--- src/rtl/muldiv_ctrl_if.sv ---
// Signal bundle between the execute stage, the external multiplier/divider
// and the HI/LO sequencing controller.
interface muldiv_ctrl_if;
   logic        start_i;
   logic [3:0]  op_i;
   logic [31:0] a_i;
   logic [31:0] b_i;
   logic        flush_i;
   logic        hi_we_i;
   logic        lo_we_i;
   logic [31:0] mt_data_i;
   logic [31:0] mul_a_o;
   logic [31:0] mul_b_o;
   logic        mul_signed_o;
   logic [63:0] mul_p_i;
   logic        div_start_o;
   logic        div_signed_o;
   logic [31:0] div_a_o;
   logic [31:0] div_b_o;
   logic        div_abort_o;
   logic        div_done_i;
   logic [31:0] div_q_i;
   logic [31:0] div_r_i;
   logic        stall_o;
   logic        done_o;
   logic [31:0] mul_gpr_o;
   logic [31:0] hi_o;
   logic [31:0] lo_o;

   modport slave (
      input  start_i, op_i, a_i, b_i, flush_i, hi_we_i, lo_we_i, mt_data_i,
             mul_p_i, div_done_i, div_q_i, div_r_i,
      output mul_a_o, mul_b_o, mul_signed_o, div_start_o, div_signed_o,
             div_a_o, div_b_o, div_abort_o, stall_o, done_o, mul_gpr_o, hi_o, lo_o
   );

   modport master (
      output start_i, op_i, a_i, b_i, flush_i, hi_we_i, lo_we_i, mt_data_i,
             mul_p_i, div_done_i, div_q_i, div_r_i,
      input  mul_a_o, mul_b_o, mul_signed_o, div_start_o, div_signed_o,
             div_a_o, div_b_o, div_abort_o, stall_o, done_o, mul_gpr_o, hi_o, lo_o
   );
endinterface

--- src/rtl/muldiv_ctrl.sv ---
// HI/LO multiply/divide sequencer: drives a fixed-latency multiplier and a
// handshaked divider, owns HI/LO (incl. MADD/MSUB accumulation), stalls the pipe.
module muldiv_ctrl #(
   parameter int unsigned MUL_LAT = 2
) (
   input  logic         clk,
   input  logic         resetn,
   muldiv_ctrl_if.slave bus
);
   localparam int unsigned W     = 32;
   localparam int unsigned CNT_W = 3;

   localparam logic [3:0] OP_MULT  = 4'd0;
   localparam logic [3:0] OP_DIV   = 4'd2;
   localparam logic [3:0] OP_DIVU  = 4'd3;
   localparam logic [3:0] OP_MUL   = 4'd4;
   localparam logic [3:0] OP_MADD  = 4'd5;
   localparam logic [3:0] OP_MSUB  = 4'd7;
   localparam logic [3:0] OP_MSUBU = 4'd8;

   typedef enum logic [1:0] {IDLE, MUL_WAIT, ACC, DIV_WAIT} state_t;

   state_t           state;
   logic [3:0]       op_r;
   logic [CNT_W-1:0] cnt;
   logic [W-1:0]     a_r, b_r, hi_r, lo_r, gpr_r;
   logic [2*W-1:0]   prod_r;
   logic             mul_signed_r, div_signed_r, div_start_r, div_abort_r;
   logic             valid_op, is_div, accept, is_acc, mul_last, commit;

   assign valid_op = bus.op_i <= OP_MSUBU;
   assign is_div   = (bus.op_i == OP_DIV) || (bus.op_i == OP_DIVU);
   assign accept   = (state == IDLE) && bus.start_i && valid_op && !bus.flush_i;
   assign is_acc   = op_r >= OP_MADD;
   assign mul_last = (state == MUL_WAIT) && (cnt == CNT_W'(1));

   // A flush landing in the completing cycle cancels the commit
   always_comb begin
      commit = 1'b0;
      unique case (state)
         MUL_WAIT: commit = mul_last && !is_acc;
         ACC:      commit = 1'b1;
         DIV_WAIT: commit = bus.div_done_i;
         default:  commit = 1'b0;
      endcase
      if (bus.flush_i) commit = 1'b0;
   end

   always_ff @(posedge clk or negedge resetn) begin
      if (!resetn) begin
         state        <= IDLE;
         op_r         <= '0;
         cnt          <= '0;
         a_r          <= '0;
         b_r          <= '0;
         hi_r         <= '0;
         lo_r         <= '0;
         gpr_r        <= '0;
         prod_r       <= '0;
         mul_signed_r <= 1'b0;
         div_signed_r <= 1'b0;
         div_start_r  <= 1'b0;
         div_abort_r  <= 1'b0;
      end else begin
         div_start_r <= 1'b0;
         div_abort_r <= 1'b0;
         unique case (state)
            IDLE: begin
               // MT writes land before an accepted op reads HI/LO
               if (bus.hi_we_i) hi_r <= bus.mt_data_i;
               if (bus.lo_we_i) lo_r <= bus.mt_data_i;
               if (accept) begin
                  op_r <= bus.op_i;
                  a_r  <= bus.a_i;
                  b_r  <= bus.b_i;
                  if (is_div) begin
                     state        <= DIV_WAIT;
                     div_start_r  <= 1'b1;
                     div_signed_r <= (bus.op_i == OP_DIV);
                  end else begin
                     state        <= MUL_WAIT;
                     cnt          <= CNT_W'(MUL_LAT);
                     mul_signed_r <= (bus.op_i == OP_MULT) || (bus.op_i == OP_MUL) ||
                                     (bus.op_i == OP_MADD) || (bus.op_i == OP_MSUB);
                  end
               end
            end
            MUL_WAIT: begin
               if (bus.flush_i) begin
                  state <= IDLE;
               end else if (mul_last) begin
                  if (is_acc) begin
                     prod_r <= bus.mul_p_i;
                     state  <= ACC;
                  end else begin
                     if (op_r == OP_MUL) gpr_r <= bus.mul_p_i[W-1:0];
                     else {hi_r, lo_r} <= bus.mul_p_i;
                     state <= IDLE;
                  end
               end else begin
                  cnt <= cnt - CNT_W'(1);
               end
            end
            ACC: begin
               if (!bus.flush_i)
                  {hi_r, lo_r} <= (op_r >= OP_MSUB) ? ({hi_r, lo_r} - prod_r)
                                                    : ({hi_r, lo_r} + prod_r);
               state <= IDLE;
            end
            DIV_WAIT: begin
               if (bus.flush_i) begin
                  state       <= IDLE;
                  div_abort_r <= 1'b1;
               end else if (bus.div_done_i) begin
                  lo_r  <= bus.div_q_i;
                  hi_r  <= bus.div_r_i;
                  state <= IDLE;
               end
            end
            default: state <= IDLE;
         endcase
      end
   end

   assign bus.mul_a_o      = a_r;
   assign bus.mul_b_o      = b_r;
   assign bus.div_a_o      = a_r;
   assign bus.div_b_o      = b_r;
   assign bus.mul_signed_o = mul_signed_r;
   assign bus.div_signed_o = div_signed_r;
   assign bus.div_start_o  = div_start_r;
   assign bus.div_abort_o  = div_abort_r;
   assign bus.hi_o         = hi_r;
   assign bus.lo_o         = lo_r;
   assign bus.mul_gpr_o    = gpr_r;
   assign bus.done_o       = commit;
   assign bus.stall_o      = accept || ((state != IDLE) && !commit);
endmodule

--- src/flat_wrapper.sv ---
// flat-port wrapper written by rule: the top's interface ports become plain ports
module muldiv_ctrl_flat 
#(
   parameter int unsigned MUL_LAT = 2
)
  (clk, resetn, bus_start_i, bus_op_i, bus_a_i, bus_b_i, bus_flush_i, bus_hi_we_i, bus_lo_we_i, bus_mt_data_i, bus_mul_p_i, bus_div_done_i, bus_div_q_i, bus_div_r_i, bus_mul_a_o, bus_mul_b_o, bus_mul_signed_o, bus_div_start_o, bus_div_signed_o, bus_div_a_o, bus_div_b_o, bus_div_abort_o, bus_stall_o, bus_done_o, bus_mul_gpr_o, bus_hi_o, bus_lo_o);
  muldiv_ctrl_if bus_i ();
  input  logic clk;
  input  logic resetn;
  input wire logic [$bits(bus_i.start_i)-1:0] bus_start_i;
  input wire logic [$bits(bus_i.op_i)-1:0] bus_op_i;
  input wire logic [$bits(bus_i.a_i)-1:0] bus_a_i;
  input wire logic [$bits(bus_i.b_i)-1:0] bus_b_i;
  input wire logic [$bits(bus_i.flush_i)-1:0] bus_flush_i;
  input wire logic [$bits(bus_i.hi_we_i)-1:0] bus_hi_we_i;
  input wire logic [$bits(bus_i.lo_we_i)-1:0] bus_lo_we_i;
  input wire logic [$bits(bus_i.mt_data_i)-1:0] bus_mt_data_i;
  input wire logic [$bits(bus_i.mul_p_i)-1:0] bus_mul_p_i;
  input wire logic [$bits(bus_i.div_done_i)-1:0] bus_div_done_i;
  input wire logic [$bits(bus_i.div_q_i)-1:0] bus_div_q_i;
  input wire logic [$bits(bus_i.div_r_i)-1:0] bus_div_r_i;
  output wire logic [$bits(bus_i.mul_a_o)-1:0] bus_mul_a_o;
  output wire logic [$bits(bus_i.mul_b_o)-1:0] bus_mul_b_o;
  output wire logic [$bits(bus_i.mul_signed_o)-1:0] bus_mul_signed_o;
  output wire logic [$bits(bus_i.div_start_o)-1:0] bus_div_start_o;
  output wire logic [$bits(bus_i.div_signed_o)-1:0] bus_div_signed_o;
  output wire logic [$bits(bus_i.div_a_o)-1:0] bus_div_a_o;
  output wire logic [$bits(bus_i.div_b_o)-1:0] bus_div_b_o;
  output wire logic [$bits(bus_i.div_abort_o)-1:0] bus_div_abort_o;
  output wire logic [$bits(bus_i.stall_o)-1:0] bus_stall_o;
  output wire logic [$bits(bus_i.done_o)-1:0] bus_done_o;
  output wire logic [$bits(bus_i.mul_gpr_o)-1:0] bus_mul_gpr_o;
  output wire logic [$bits(bus_i.hi_o)-1:0] bus_hi_o;
  output wire logic [$bits(bus_i.lo_o)-1:0] bus_lo_o;
  assign bus_i.start_i = bus_start_i;
  assign bus_i.op_i = bus_op_i;
  assign bus_i.a_i = bus_a_i;
  assign bus_i.b_i = bus_b_i;
  assign bus_i.flush_i = bus_flush_i;
  assign bus_i.hi_we_i = bus_hi_we_i;
  assign bus_i.lo_we_i = bus_lo_we_i;
  assign bus_i.mt_data_i = bus_mt_data_i;
  assign bus_i.mul_p_i = bus_mul_p_i;
  assign bus_i.div_done_i = bus_div_done_i;
  assign bus_i.div_q_i = bus_div_q_i;
  assign bus_i.div_r_i = bus_div_r_i;
  assign bus_mul_a_o = bus_i.mul_a_o;
  assign bus_mul_b_o = bus_i.mul_b_o;
  assign bus_mul_signed_o = bus_i.mul_signed_o;
  assign bus_div_start_o = bus_i.div_start_o;
  assign bus_div_signed_o = bus_i.div_signed_o;
  assign bus_div_a_o = bus_i.div_a_o;
  assign bus_div_b_o = bus_i.div_b_o;
  assign bus_div_abort_o = bus_i.div_abort_o;
  assign bus_stall_o = bus_i.stall_o;
  assign bus_done_o = bus_i.done_o;
  assign bus_mul_gpr_o = bus_i.mul_gpr_o;
  assign bus_hi_o = bus_i.hi_o;
  assign bus_lo_o = bus_i.lo_o;
  muldiv_ctrl #(.MUL_LAT(MUL_LAT)) u_core (.clk(clk), .resetn(resetn), .bus(bus_i));
endmodule
--- config.mk ---
export PLATFORM = sky130hd
export DESIGN_NAME = muldiv_ctrl_flat
export DESIGN_NICKNAME = d
export VERILOG_FILES = /design/src/rtl/muldiv_ctrl_if.sv /design/src/rtl/muldiv_ctrl.sv /design/src/flat_wrapper.sv
export SDC_FILE = /design/constraint.sdc
export NUM_CORES = 1
export LEC_CHECK = 0
export CORE_MARGIN = 2
export CORE_UTILIZATION = 44
export DETAILED_ROUTE_END_ITERATION = 10
export PLACE_DENSITY_LB_ADDON = 0.05
export SYNTH_ARGS = -nofsm -noshare
export SYNTH_HDL_FRONTEND = slang
export SYNTH_SLANG_ARGS = --single-unit
--- constraint.sdc ---
create_clock -name clk -period 5.2 [get_ports clk]
set_input_delay 1.04 -clock clk [delete_from_list [all_inputs] [get_ports clk]]
set_output_delay 1.04 -clock clk [all_outputs]
set_load 0.02 [all_outputs]
* Word-level counts from Yosys, hierarchy flattened *
Index checks and enable logic that the tools add are counted.

word-level totals
  bits in registers = 237
  input bits = 235
  output and inout bits = 230
  word-level logic and storage cells = 112

cells by class
  $add $sub $neg = 3
  magnitude comparators = 3
  equality and inequality tests = 24
  multiplexer cells = 39
  bitwise logic cells = 3
  reductions and logical operators = 27

operators by type and width
  cell                  number
  $mux W32              16
  $pmux W32 S4          2
  $add A64 B64 Y64      1
  $mux W64              1
  $sub A64 B64 Y64      1
  $ne A2 B2 Y1 const B  10
  $eq A4 B3 Y1 const B  4
  $reduce_and A8 Y1     2
  $mux W2               7
  $mux W3               4
  $reduce_and A5 Y1     2
  $reduce_and A3 Y1     3
  $eq A4 B2 Y1 const B  2
  $ge A4 B3 Y1 const B  2
  $pmux W2 S4           1
  $logic_and A1 B1 Y1   6
  $mux W1               6
  $pmux W3 S2           1
  $logic_or A1 B1 Y1    5
  $eq A2 B2 Y1 const B  2
  $le A4 B4 Y1 const B  1
  $logic_not A4 Y1      1
  $ne A2 B1 Y1 const B  2
  $reduce_and A4 Y1     1
  other kinds (11)      16

* Longest topological paths before layout *
Gate-level depths: netlist of the first run.

  depth in word-level cells = 8
  depth in mapped cells = 23
  mapped depth without buffers = 22

* Least setup slack after synthesis of the first run *
Ideal clock, no wire load.

  kind = reg2reg
  start = reg u_core.prod_r[0]
  end = reg u_core.hi_r[16] (netlist: u_core.bus.hi_o[16])
  library setup time = 0.094 ns
  arrival time = 4.746 ns
  required time = 5.106 ns
  slack = 0.360 ns
  cell stages (with the launch flop) = 22
  path buffers = 1
  clock period less this slack = 4.840 ns
  cells stage by stage = dfrtp_1 > inv_1 > ha_1 > nor3b_1 > nor3b_2 > nand2_1 > or3_1 > or4_1 > o31ai_1 > xor2_1 > ha_1 > clkbuf_1 > nand4_1 > or4_1 > o211ai_1 > a31oi_1 > a211oi_1 > o21bai_1 > a31oi_1 > nor2_1 > xor2_1 > a211oi_1

between the ends
  longest elaborated chain between the ends = 4
  elaborated cells between the ends (all ways) = 5
  those cells by class = 2 x add/sub; 3 x mux

ends and longest elaborated chain
  item                                                  RTL line                                RTL
  start: declaration                                    muldiv_ctrl.sv:27                       logic [2*W-1:0] prod_r;
  start signal: assignment                              muldiv_ctrl.sv:93                       prod_r <= bus.mul_p_i;
  $add A64 B64 Y64 or $sub A64 B64 Y64 (tied branches)  muldiv_ctrl.sv:107, muldiv_ctrl.sv:106
  $mux W64 *                                            muldiv_ctrl.sv:106                      {hi_r, lo_r} <= (op_r >= OP_MSUB) ? ({hi_r, lo_r} - prod_r)
  $mux W32 *                                            muldiv_ctrl.sv:105                      if (!bus.flush_i)
  $pmux W32 S4 *                                        muldiv_ctrl.sv:67                       unique case (state)
  end signal: assignment                                muldiv_ctrl.sv:70                       if (bus.hi_we_i) hi_r <= bus.mt_data_i;
  end signal: assignment                                muldiv_ctrl.sv:106
  end signal: assignment                                muldiv_ctrl.sv:116                      hi_r <= bus.div_r_i;
  end: declaration                                      muldiv_ctrl.sv:26                       logic [W-1:0] a_r, b_r, hi_r, lo_r, gpr_r;

Every way passes the cells marked *; elsewhere a longest branch is shown, timed or not. The select of a mux whose other input is x is not followed.
A chain may end at the register's enable or synchronous reset.

* Worst setup path after layout of the first run *
  start = reg u_core.prod_r[10]
  end = reg u_core.hi_r[28] (netlist: u_core.bus.hi_o[28])

The elaborated chain is that of the path after synthesis.

==> summary.md, run 1 <==
| Metric | Value |
|---|---|
| Yosys warns | `0` |
| GRT Util Overall | `0.315` |
| FF-to-FF setup slack | `0.24 ns` |
| Core Box Area | `36400 sq um` |
| Total grt overflow | `0` |
| CP Capture Type | `flip-flop` |
| TritonCTS clock tree | `done` |
| I/O Pins | `465` |
| Final setup margin | `0.238 ns` |
| Sequential area share after synthesis | `0.366` |
| Syn nets | `2085` |
| Slowest CP cell | `or4_4` |
| RSZ-0062 raised after global routing | `yes` |
| Fillers | `3193` |
| Site Rows | `70` |
| Htree depth | `1` |
| Area growth syn-to-layout | `38.1%` |
| Vias | `15.4k` |
| CTS Root Cell | `clkbuf_16` |
| Rel. slew slack | `0.338` |
| Worst slew pin tran | `0.989 ns` |
| #FFs+latches synth | `237` |
| Initial Util | `0.445` |
| Wire per inst | `22.9 microns` |
| TritonCTS Buffers | `28` |
| Max-cap violations | `0` |
| Leak | `9.85 nW` |
| Post-synth EDFFs | `0` |
| Vias per inst | `5.71` |
| Syn Inst Count | `1783` |
| Total wire length | `61700 microns` |
| HPWL Detailed | `48100 microns` |
| Number of DRC markers in iteration 0 | `966` |
| DRC Markers | `0` |
| Crit start category | `flip-flop` |
| Die area | `38400 sq um` |
| Vias in the first global route | `15.7k` |
| Top post-synthesis cells by count | `nand2_1 (310), dfrtp_1 (237), a21oi_1 (143), mux2_2 (127), nor2_1 (106)` |
| Endpoint required time on the critical path | `5.63 ns` |
| Max Clock Skew | `0.0270 ns` |
| Pwr Total | `19.2 mW` |
| Fin util | `0.615` |
| Pins Over Slew Limit | `0` |
| Critical path type | `flip-flop to flip-flop` |
| Post-synth top flop | `dfrtp_1` |
| First-pass GRT wire length | `93200 microns` |
| Synth area leader | `dfrtp_1` |
| Worst r2r path cells | `19` |
| Top cell by count, worst path | `or4_4` |
| Fin crit share | `0.954` |
| Die height | `196 microns` |
| Gp weighted congestion | `0.990` |
| Final Hold Viols | `0` |
| Die W | `196 microns` |
| Clk slew on worst S/H paths | `0.06 ns` |
| Share of cells above drive strength 1 | `0.151` |
| Pin count of the biggest net entering global routing | `110` |
| Largest fanout on the critical path | `6` |
| DRT antenna net count | `0` |
| CP Cell Sequence | `or4_4 -> nor4_4 -> nand2_1 -> or3_4 -> or4_4 -> o31ai_2 -> xor2_1 -> ha_2 -> nand4_1 -> or4_4 -> o211ai_1 -> a31oi_1 -> a211oi_2 -> o21bai_1 -> a31oi_1 -> buf_4 -> a221oi_1 -> mux2i_1 -> nand3_1` |
| Sink Count | `237` |
| Final #Nets | `2505` |
| Port Buffer Count | `464` |
| Most common cell in the netlist | `nand2_1` |
| Worst path max stage delay | `0.56 ns` |
| Ant. Diodes | `0` |
| Initial antenna violation count | `3` |
| FMAX | `0.202 GHz` |
| WP data arrival | `5.40 ns` |
| Synth area leaders | `dfrtp_1 (37%), mux2_2 (8.8%), nand2_1 (7.2%)` |
| VDD IR max | `0.402 mV` |
| Clock latency at the later pin of the worst-skew pair | `0.58 ns` |
| Yosys top cell area share | `0.366` |
| Ys async rst share | `1.00` |
| Syn Area/Cell | `9.10 sq um` |
| Drt pass-1 iters | `5` |
| Hold/Removal Path Class | `input pin to asynchronous set/reset pin` |
| Hold buffers post-CTS | `0` |
| R2r startpoint | `u_core.prod_r[10]` |
| # setup viols final | `0` |
| CTS Buffer Depth | `3` |
| Distinct cells, synth | `77` |
| Final Critical Period | `4.96 ns` |
| FF-to-FF End | `u_core.bus.hi_o[28]` |
| PD cells | `859 nW/um^2` |
| Pre-CTS WS | `0.00247 ns` |
| Status | `finished, final reports clean` |
| Mapped cell area | `16200 sq um` |
-- worst max-delay path by stage --
stage | start | end | slack (ns) | cells past startpoint
detailed placement | u_core.prod_r[1] | u_core.bus.hi_o[26] | 0.002 | 22
global route | u_core.prod_r[10] | u_core.bus.hi_o[16] | -0.04 | 19
floorplan | u_core.prod_r[0] | u_core.bus.hi_o[16] | 0.36 | 21
finish | u_core.prod_r[10] | u_core.bus.hi_o[28] | 0.24 | 19
global placement | u_core.prod_r[1] | u_core.bus.hi_o[26] | 0.09 | 21
CTS | u_core.prod_r[10] | u_core.bus.hi_o[24] | 0.02 | 19
-- layout make-up --
cell class / count / area (sq um) / area share
Timing Repair Buffer: 549 / 5310 / 0.237
Clock inverter: 11 / 184 / 0.00821
Tap cell: 468 / 586 / 0.0261
Sequential cell: 237 / 5940 / 0.265
Multi-Input combinational cell: 1343 / 9430 / 0.421
Inverter: 44 / 165 / 0.00737
Clock buffer: 40 / 786 / 0.0351
-- what timing repair did --
item | 4_1_cts | 5_1_grt
pin swaps | 0 | 11
gates resized for setup | 2 | 24
endpoints found under the setup margin | 2 | 25
setup buffers | 0 | 4
-- sequential cells by signal (all words and copies together) (netlist names) --
name                     cells
u_core.bus.mul_signed_o      1
u_core.bus.mul_gpr_o        32
u_core.op_r                  4
u_core.bus.div_signed_o      1
u_core.bus.div_abort_o       1
u_core.bus.lo_o             32
u_core.bus.div_a_o          32
u_core.bus.hi_o             32
u_core.bus.div_b_o          32
u_core.bus.div_start_o       1
u_core.cnt                   3
u_core.prod_r               64
u_core.state                 2
-- kinds of logic (layout without fill, tap and decap cells) --
family          count (synthesis)  after routing  synth area share
simple gates                  581            581             0.162
compound gates                407            407             0.159
mux                           177            177             0.138
fa+ha+maj                      67             67            0.0521
xor+xnor                      111            111            0.0604
buf+inv                       203            644            0.0622
flops                         237            237             0.366
-- routing by layer --
| layer | track usage | part of all wire | routed length, microns | vias up |
|---|---|---|---|---|
| met1 | 0.406 | 0.42 | 25700 | 7547 |
| li1 | - | - | - | 7125 |
| met5 | 0 | 0.00039 | 24 | - |
| met2 | 0.543 | 0.49 | 30300 | 608 |
| met4 | 0.0850 | 0.027 | 1670 | 4 |
| met3 | 0.0607 | 0.066 | 4060 | 96 |
-- power by group --
part	switching, mW	total (mW)	internal, mW
combinational	8.17	14.5	6.28
sequential	0.453	2.70	2.25
clock	0.837	2.09	1.25
total	9.46	19.2	9.78
-- per-stage QoR --
stage,instances,TNS (ns),hold WS [ns],area (sq um)
floorplan,1783,0,0.501,16200
global placement,2637,0,0.468,21300
detailed placement,2637,0,0.478,21300
CTS,2688,0,0.499,22300
global route,2692,-0.0502,0.511,22400
finish,2692,0,0.458,22400
-- cell usage in the layout (no fill, tap or decap), drive strengths merged, types with 37 or more instances in the layout --
| cell | netlist | layout |
|---|---|---|
| a21oi | 143 | 143 |
| buf | 80 | 86 |
| clkbuf | 79 | 40 |
| clkdlybuf4s50 | 0 | 463 |
| dfrtp | 237 | 237 |
| ha | 66 | 66 |
| inv | 44 | 44 |
| mux2 | 127 | 127 |
| nand2 | 310 | 310 |
| nor2 | 106 | 106 |
| nor3 | 38 | 38 |
| o21ai | 89 | 89 |
| xnor2 | 74 | 74 |
| xor2 | 37 | 37 |
-- critical path, delay by kind of cell, from the launching register on --
family	cells	cell delay, ns
AOI/OAI and AO/OA	7	1.08
adders and majority gates	1	0.38
DFF	1	0.42
muxes	1	0.18
buffers and inverters	1	0.15
xor gates and xnor gates	1	0.11
and+or+nand+nor	8	2.48
Power figures use the tool's default switching activity.
==> inputs of run 2 (changes only) <==
==> constraint.sdc (replaced) <==
create_clock -name clk -period 5.2 [get_ports clk]
set_input_delay 1.04 -clock clk [delete_from_list [all_inputs] [get_ports clk]]
set_output_delay 1.04 -clock clk [all_outputs]
set_load 0.1 [all_outputs]
==> run 2 against run 1 <==
Against the previous run: global-route usage about the same; worst setup slack improved by 0.023 ns; utilization is essentially flat; sequential share of layout area about the same; first-iteration DRC count rose by 11%; clock-buffer cell count unchanged; clock skew down 0.011 ns; critical path depth is 1 higher; cell area hardly changed.
==> summary.md, run 2 (synthesis results as in run 1) <==
| Metric | Value |
|---|---|
| CTS Root Cell | `clkbuf_16` |
| DRT antenna net count | `0 (unchanged)` |
| CP delay by family, top | `compound AO/OA/AOI/OAI gates` |
| Rel. slew slack | `0.262 (-0.0764)` |
| DRC Markers | `0 (unchanged)` |
| Final #Nets | `2505 (unchanged)` |
| Vias in the first global route | `15.4k (-1.8%)` |
| Area growth syn-to-layout | `38.0% (about the same)` |
| Commonest non-fill, non-tap cell in the layout | `clkdlybuf4s50_1` |
| TritonCTS clock tree | `done` |
| Critical path type | `flip-flop to flip-flop` |
| Fillers | `3205 (+0.38%)` |
| Largest fanout on the critical path | `4 (-2)` |
| Pin count of the biggest net entering global routing | `127 (+15%)` |
| Wire per inst | `22.9 microns (about the same)` |
| Die W | `196 microns (unchanged)` |
| Met2 Use GR | `0.531 (-0.0116)` |
| Htree depth | `1 (unchanged)` |
| CTS Buffer Depth | `3 (unchanged)` |
| Slowest CP cell | `or4_4` |
| Hold_ws | `0.378 ns (-0.0802 ns)` |
| Worst path max stage delay | `0.59 ns (+0.03 ns)` |
| Max Clock Skew | `0.0157 ns (-0.0113 ns)` |
| Crit start category | `flip-flop` |
| CP Cell Sequence | `or4_4 -> nor4_4 -> nand2_1 -> or3_1 -> or4_4 -> buf_4 -> o21ai_1 -> xor2_1 -> ha_1 -> a21oi_2 -> o21ai_0 -> a21oi_1 -> o221ai_1 -> a211o_1 -> a41o_1 -> a41oi_2 -> buf_4 -> a31oi_1 -> mux2i_1 -> o211ai_1` |
| Total wire length | `61900 microns (+0.31%)` |
| Pins Over Slew Limit | `0 (unchanged)` |
| First-pass GRT wire length | `92600 microns (-0.67%)` |
| Total grt overflow | `0 (unchanged)` |
| Fin util | `0.614 (about the same)` |
| I/O Pins | `465 (unchanged)` |
| Initial Util | `0.445 (unchanged)` |
| Clock latency at the later pin of the worst-skew pair | `0.59 ns (about the same)` |
| Most frequent cells in the layout | `clkdlybuf4s50_1 (461), nand2_1 (308), dfrtp_1 (235)` |
| GRT Util Overall | `0.316 (about the same)` |
| Hold/Removal Path Class | `input pin to asynchronous set/reset pin` |
| Sink Count | `237 (unchanged)` |
| Number of DRC markers in iteration 0 | `1069 (+11%)` |
| Gp weighted congestion | `1.02 (+3.1%)` |
| GRT met1 Usage | `0.404 (-0.00250)` |
| Vias | `15.4k (+0.18%)` |
| Site Rows | `70 (unchanged)` |
| RSZ-0062 raised after global routing | `yes` |
| Port Buffer Count | `464 (unchanged)` |
| Die area | `38400 sq um (unchanged)` |
| # setup viols final | `0 (unchanged)` |
| Fin crit share | `0.950 (-0.00449)` |
| Worst slew pin tran | `1.10 ns (+0.115 ns)` |
| WP data arrival | `5.40 ns (about the same)` |
| Max FFs per register | `64 (unchanged)` |
| Core Box Area | `36400 sq um (unchanged)` |
| CP Capture Type | `flip-flop` |
| Endpoint required time on the critical path | `5.66 ns (+0.03 ns)` |
| Drt pass-1 iters | `7 (+2)` |
| Vias per inst | `5.71 (about the same)` |
| Top reg by flops | `u_core.prod_r` |
| Clk slew on worst S/H paths | `0.06 ns (about the same)` |
| Share of cells above drive strength 1 | `0.150 (-0.00148)` |
| Status | `finished, final reports clean` |
| FMAX | `0.202 GHz (+0.47%)` |
| Initial antenna violation count | `2 (-1)` |
| Max-cap violations | `0 (unchanged)` |
| Gr busiest metal | `met2` |
| Grt met3 use | `0.0664 (+0.00567)` |
| Final Critical Period | `4.94 ns (-0.0233 ns)` |
| HPWL Detailed | `48500 microns (+0.91%)` |
| Die height | `196 microns (unchanged)` |
| TritonCTS Buffers | `29 (+3.6%)` |
| Crit path buf inv count | `2 (+1)` |
| Hold buffers post-CTS | `0 (unchanged)` |
| Final Hold Viols | `0 (unchanged)` |
## run 2: cell types whose count changed in the layout (fill, tap and decap cells not counted), moves of 3 or more
cell,previous run,this run
clkbuf_8,4,7
diode_2,0,4
clkbuf_1,8,4
o21ai_0,78,81
ha_2,3,0
a31oi_1,16,19
a31oi_2,4,1
## run 2: final timing paths
kind	startpoint	to	slack (ns)	cells past startpoint
max in group asynchronous	resetn	u_core.state[0]	3.64	2
min in group clk	u_core.bus.div_signed_o	u_core.bus.div_signed_o	0.50	2
min reg2reg	u_core.bus.div_signed_o	u_core.bus.div_signed_o	0.50	2
max	u_core.prod_r[10]	u_core.bus.hi_o[24]	0.26	20
max reg2reg	u_core.prod_r[10]	u_core.bus.hi_o[24]	0.26	20
min	resetn	u_core.prod_r[41]	0.38	1
## run 2: layout make-up
| class | count | area, sq um | share of cell area |
|---|---|---|---|
| multi-input combinational | 1343 | 9400 | 0.420 |
| antenna | 4 | 10.0 | 0.000447 |
| clock inverter | 14 | 153 | 0.00682 |
| inverter | 44 | 165 | 0.00738 |
| timing repair buffer | 548 | 5300 | 0.237 |
| sequential | 237 | 5940 | 0.265 |
| tap | 468 | 586 | 0.0262 |
| clock buffer | 40 | 837 | 0.0374 |
## run 2: metrics by stage
step	worst slack (ns)	instances	instance area, sq um	setup TNS (ns)
2_1_floorplan	0.290	1783	16200	0
3_3_place_gp	0.0964	2637	21300	0
3_5_place_dp	-0.0536	2637	21300	-0.105
4_1_cts	0.0590	2691	22300	0
5_1_grt	-0.0125	2696	22400	-0.0125
6_report	0.261	2698	22400	0
## run 2: layer usage
metal	vias to the layer above	wire, microns
met5	-	0
met4	0	2090
met3	105	4050
met2	592	29900
met1	7578	25900
li1	7133	-
## run 2: timing repair
| item | CTS | global route |
|---|---|---|
| endpoints found under the setup margin | 2 | 19 |
| endpoints found under the hold margin | 0 | 0 |
| buffers inserted | 0 | 3 |
| resized for setup | 2 | 14 |
| pin swaps | 0 | 3 |
## run 2: worst reg2reg max path: cells and delay by family (launching register included)
family / cells / cell delay [ns]
mux: 1 / 0.19
buf+inv: 2 / 0.34
simple gates: 5 / 1.73
fa+ha+maj: 1 / 0.23
xor+xnor: 1 / 0.09
compound gates: 10 / 1.81
flops: 1 / 0.41
Power of run 2 is left out: the tool's default activity adds up to more than one toggle a clock period on the data nets, which glitch-free logic cannot reach.
==> inputs of run 3 (changes only) <==
--- a/config.mk
+++ b/config.mk
@@ -8,6 +8,7 @@
 export CORE_MARGIN = 2
 export CORE_UTILIZATION = 44
 export DETAILED_ROUTE_END_ITERATION = 10
+export GPL_ROUTABILITY_DRIVEN = 0
 export PLACE_DENSITY_LB_ADDON = 0.05
 export SYNTH_ARGS = -nofsm -noshare
 export SYNTH_HDL_FRONTEND = slang
==> run 3 against run 2 <==
Against the previous run: utilization fell by 0.70 points; register-to-register slack barely moved; worst setup slack improved by 0.010 ns; sequential cell count did not move; wire length fell by 3.0%; largest cell class unchanged; critical path type unchanged.
==> summary.md, run 3 (synthesis results as in run 1) <==
| Metric | Value |
|---|---|
| Final Critical Period | `4.93 ns (-0.0103 ns)` |
| Fin crit share | `0.948 (-0.00198)` |
| Final Hold Viols | `0 (unchanged)` |
| DRT antenna net count | `0 (unchanged)` |
| Core Box Area | `36400 sq um (unchanged)` |
| DRC Markers | `0 (unchanged)` |
| Hold_ws | `0.497 ns (+0.119 ns)` |
| Pin count of the biggest net entering global routing | `99 (-22%)` |
| GRT Util Overall | `0.304 (-0.0112)` |
| Vias | `15.4k (-0.36%)` |
| Max Clock Skew | `0.00899 ns (-0.00672 ns)` |
| Initial Util | `0.445 (unchanged)` |
| Clock latency at the later pin of the worst-skew pair | `0.56 ns (-0.03 ns)` |
| Critical path type | `flip-flop to flip-flop` |
| Number of DRC markers in iteration 0 | `1240 (+16%)` |
| Initial antenna violation count | `6 (+4)` |
| TritonCTS clock tree | `done` |
| HPWL Detailed | `46500 microns (-4.3%)` |
| Die area | `38400 sq um (unchanged)` |
| Vias in the first global route | `15.3k (-0.72%)` |
| Total wire length | `60000 microns (-3.0%)` |
| I/O Pins | `465 (unchanged)` |
| Most frequent cells in the layout | `clkdlybuf4s50_1 (461), nand2_1 (307), dfrtp_1 (235)` |
| Commonest non-fill, non-tap cell in the layout | `clkdlybuf4s50_1` |
| Site Rows | `70 (unchanged)` |
| Final #Nets | `2476 (-1.2%)` |
| Worst slew pin tran | `1.08 ns (-0.0226 ns)` |
| Fillers | `3211 (+0.19%)` |
| Wire per inst | `22.5 microns (-1.7%)` |
| Drt pass-1 iters | `5 (-2)` |
| Status | `finished, final reports clean` |
| Max FFs per register | `64 (unchanged)` |
| # setup viols final | `0 (unchanged)` |
| FF-to-FF setup slack | `0.27 ns (about the same)` |
| Max-cap violations | `0 (unchanged)` |
| Final setup margin | `0.271 ns (+0.0103 ns)` |
| CTS Root Cell | `clkbuf_16` |
| Port Buffer Count | `464 (unchanged)` |
| WP data arrival | `5.37 ns (-0.03 ns)` |
| Sink Count | `237 (unchanged)` |
| Rel. slew slack | `0.277 (+0.0151)` |
| Clk slew on worst S/H paths | `0.06 ns (about the same)` |
| CTS Buffer Depth | `3 (unchanged)` |
| Area growth syn-to-layout | `36.4%` |
| Pre-CTS WS | `-0.104 ns (-0.0499 ns)` |
| Die W | `196 microns (unchanged)` |
| Die height | `196 microns (unchanged)` |
| FMAX | `0.203 GHz (+0.21%)` |
| Htree depth | `1 (unchanged)` |
| RSZ-0062 raised after global routing | `yes` |
| Hold/Removal Path Class | `flip-flop to flip-flop` |
| TritonCTS Buffers | `27 (-6.9%)` |
| Vias per inst | `5.77 (+0.99%)` |
| Share of cells above drive strength 1 | `0.137 (-0.0127)` |
| Pins Over Slew Limit | `0 (unchanged)` |
| Largest fanout on the critical path | `6 (+2)` |
| Top reg by flops | `u_core.prod_r` |
| Total grt overflow | `0 (unchanged)` |
| Crit start category | `flip-flop` |
| CP Capture Type | `flip-flop` |
| First-pass GRT wire length | `90300 microns (-2.5%)` |
| Endpoint required time on the critical path | `5.64 ns (-0.02 ns)` |
-- run 3: changes by cell type in the layout (fill, tap and decap cells not counted), moves of 3 or more --
cell,previous run,this run
buf_4,84,57
clkinv_2,6,1
a31oi_1,19,15
a31oi_2,1,5
clkbuf_1,4,8
clkbuf_8,7,3
bufinv_16,2,5
clkinv_4,3,0
-- run 3: repair_timing --
item | CTS | global route
setup endpoints to repair | 3 | 25
pin swaps | 0 | 3
gates resized for setup | 3 | 18
hold buffers | 0 | 0
buffers inserted | 0 | 3
hold endpoints to repair | 0 | 0
-- run 3: cell type report --
cell class,instances,area [sq um],area share
antenna,3,7.51,0.000339
clock buffer,38,747,0.0337
clock inverter,8,171,0.00774
inverter,44,165,0.00746
multi-input combinational,1343,9420,0.426
sequential,237,5940,0.268
tap,468,586,0.0265
timing repair buffer,521,5100,0.230
-- run 3: critical path: stages, from the launching register on --
cell and delay, ns:
dfrtp_1 0.42, or4_4 0.59, nor4_4 0.20, nand2_2 0.12, or3_4 0.36, or4_4 0.49
o31ai_4 0.20, xor2_1 0.16, ha_1 0.31, buf_4 0.17, a21oi_1 0.17, o21ai_0 0.15
a21oi_1 0.21, o21a_1 0.14, o31a_1 0.27, buf_4 0.18, o21bai_1 0.10, xnor2_1 0.15
o21ai_0 0.09, a221o_1 0.33
-- run 3: worst paths after layout --
| path | start | end | depth (start not counted) |
|---|---|---|---|
| max | u_core.prod_r[10] | u_core.bus.hi_o[5] | 19 |
| min in group asynchronous | resetn | u_core.bus.hi_o[8] | 1 |
| min reg2reg | u_core.bus.div_signed_o | u_core.bus.div_signed_o | 2 |
| min | u_core.bus.div_signed_o | u_core.bus.div_signed_o | 2 |
| max reg2reg | u_core.prod_r[10] | u_core.bus.hi_o[5] | 19 |
| max in group asynchronous | resetn | u_core.prod_r[13] | 2 |
-- run 3: per-stage QoR --
step	cells	instance area, sq um	utilization	TNS, ns
2_1_floorplan	1783	16200	-	0
6_report	2662	22100	0.607	0
3_3_place_gp	2610	21100	0.579	0
5_1_grt	2662	22100	0.607	-0.127
4_1_cts	2656	22000	0.604	0
3_5_place_dp	2610	21100	0.579	-0.187
-- run 3: per-layer routing --
metal	vias up	GRT usage	share of wire
li1	7080	-	-
met2	631	0.531	0.49
met4	4	0.0839	0.031
met3	118	0.0533	0.069
met1	7520	0.389	0.41
met5	-	0	0.00045
Power of run 3 is left out for the same reason.
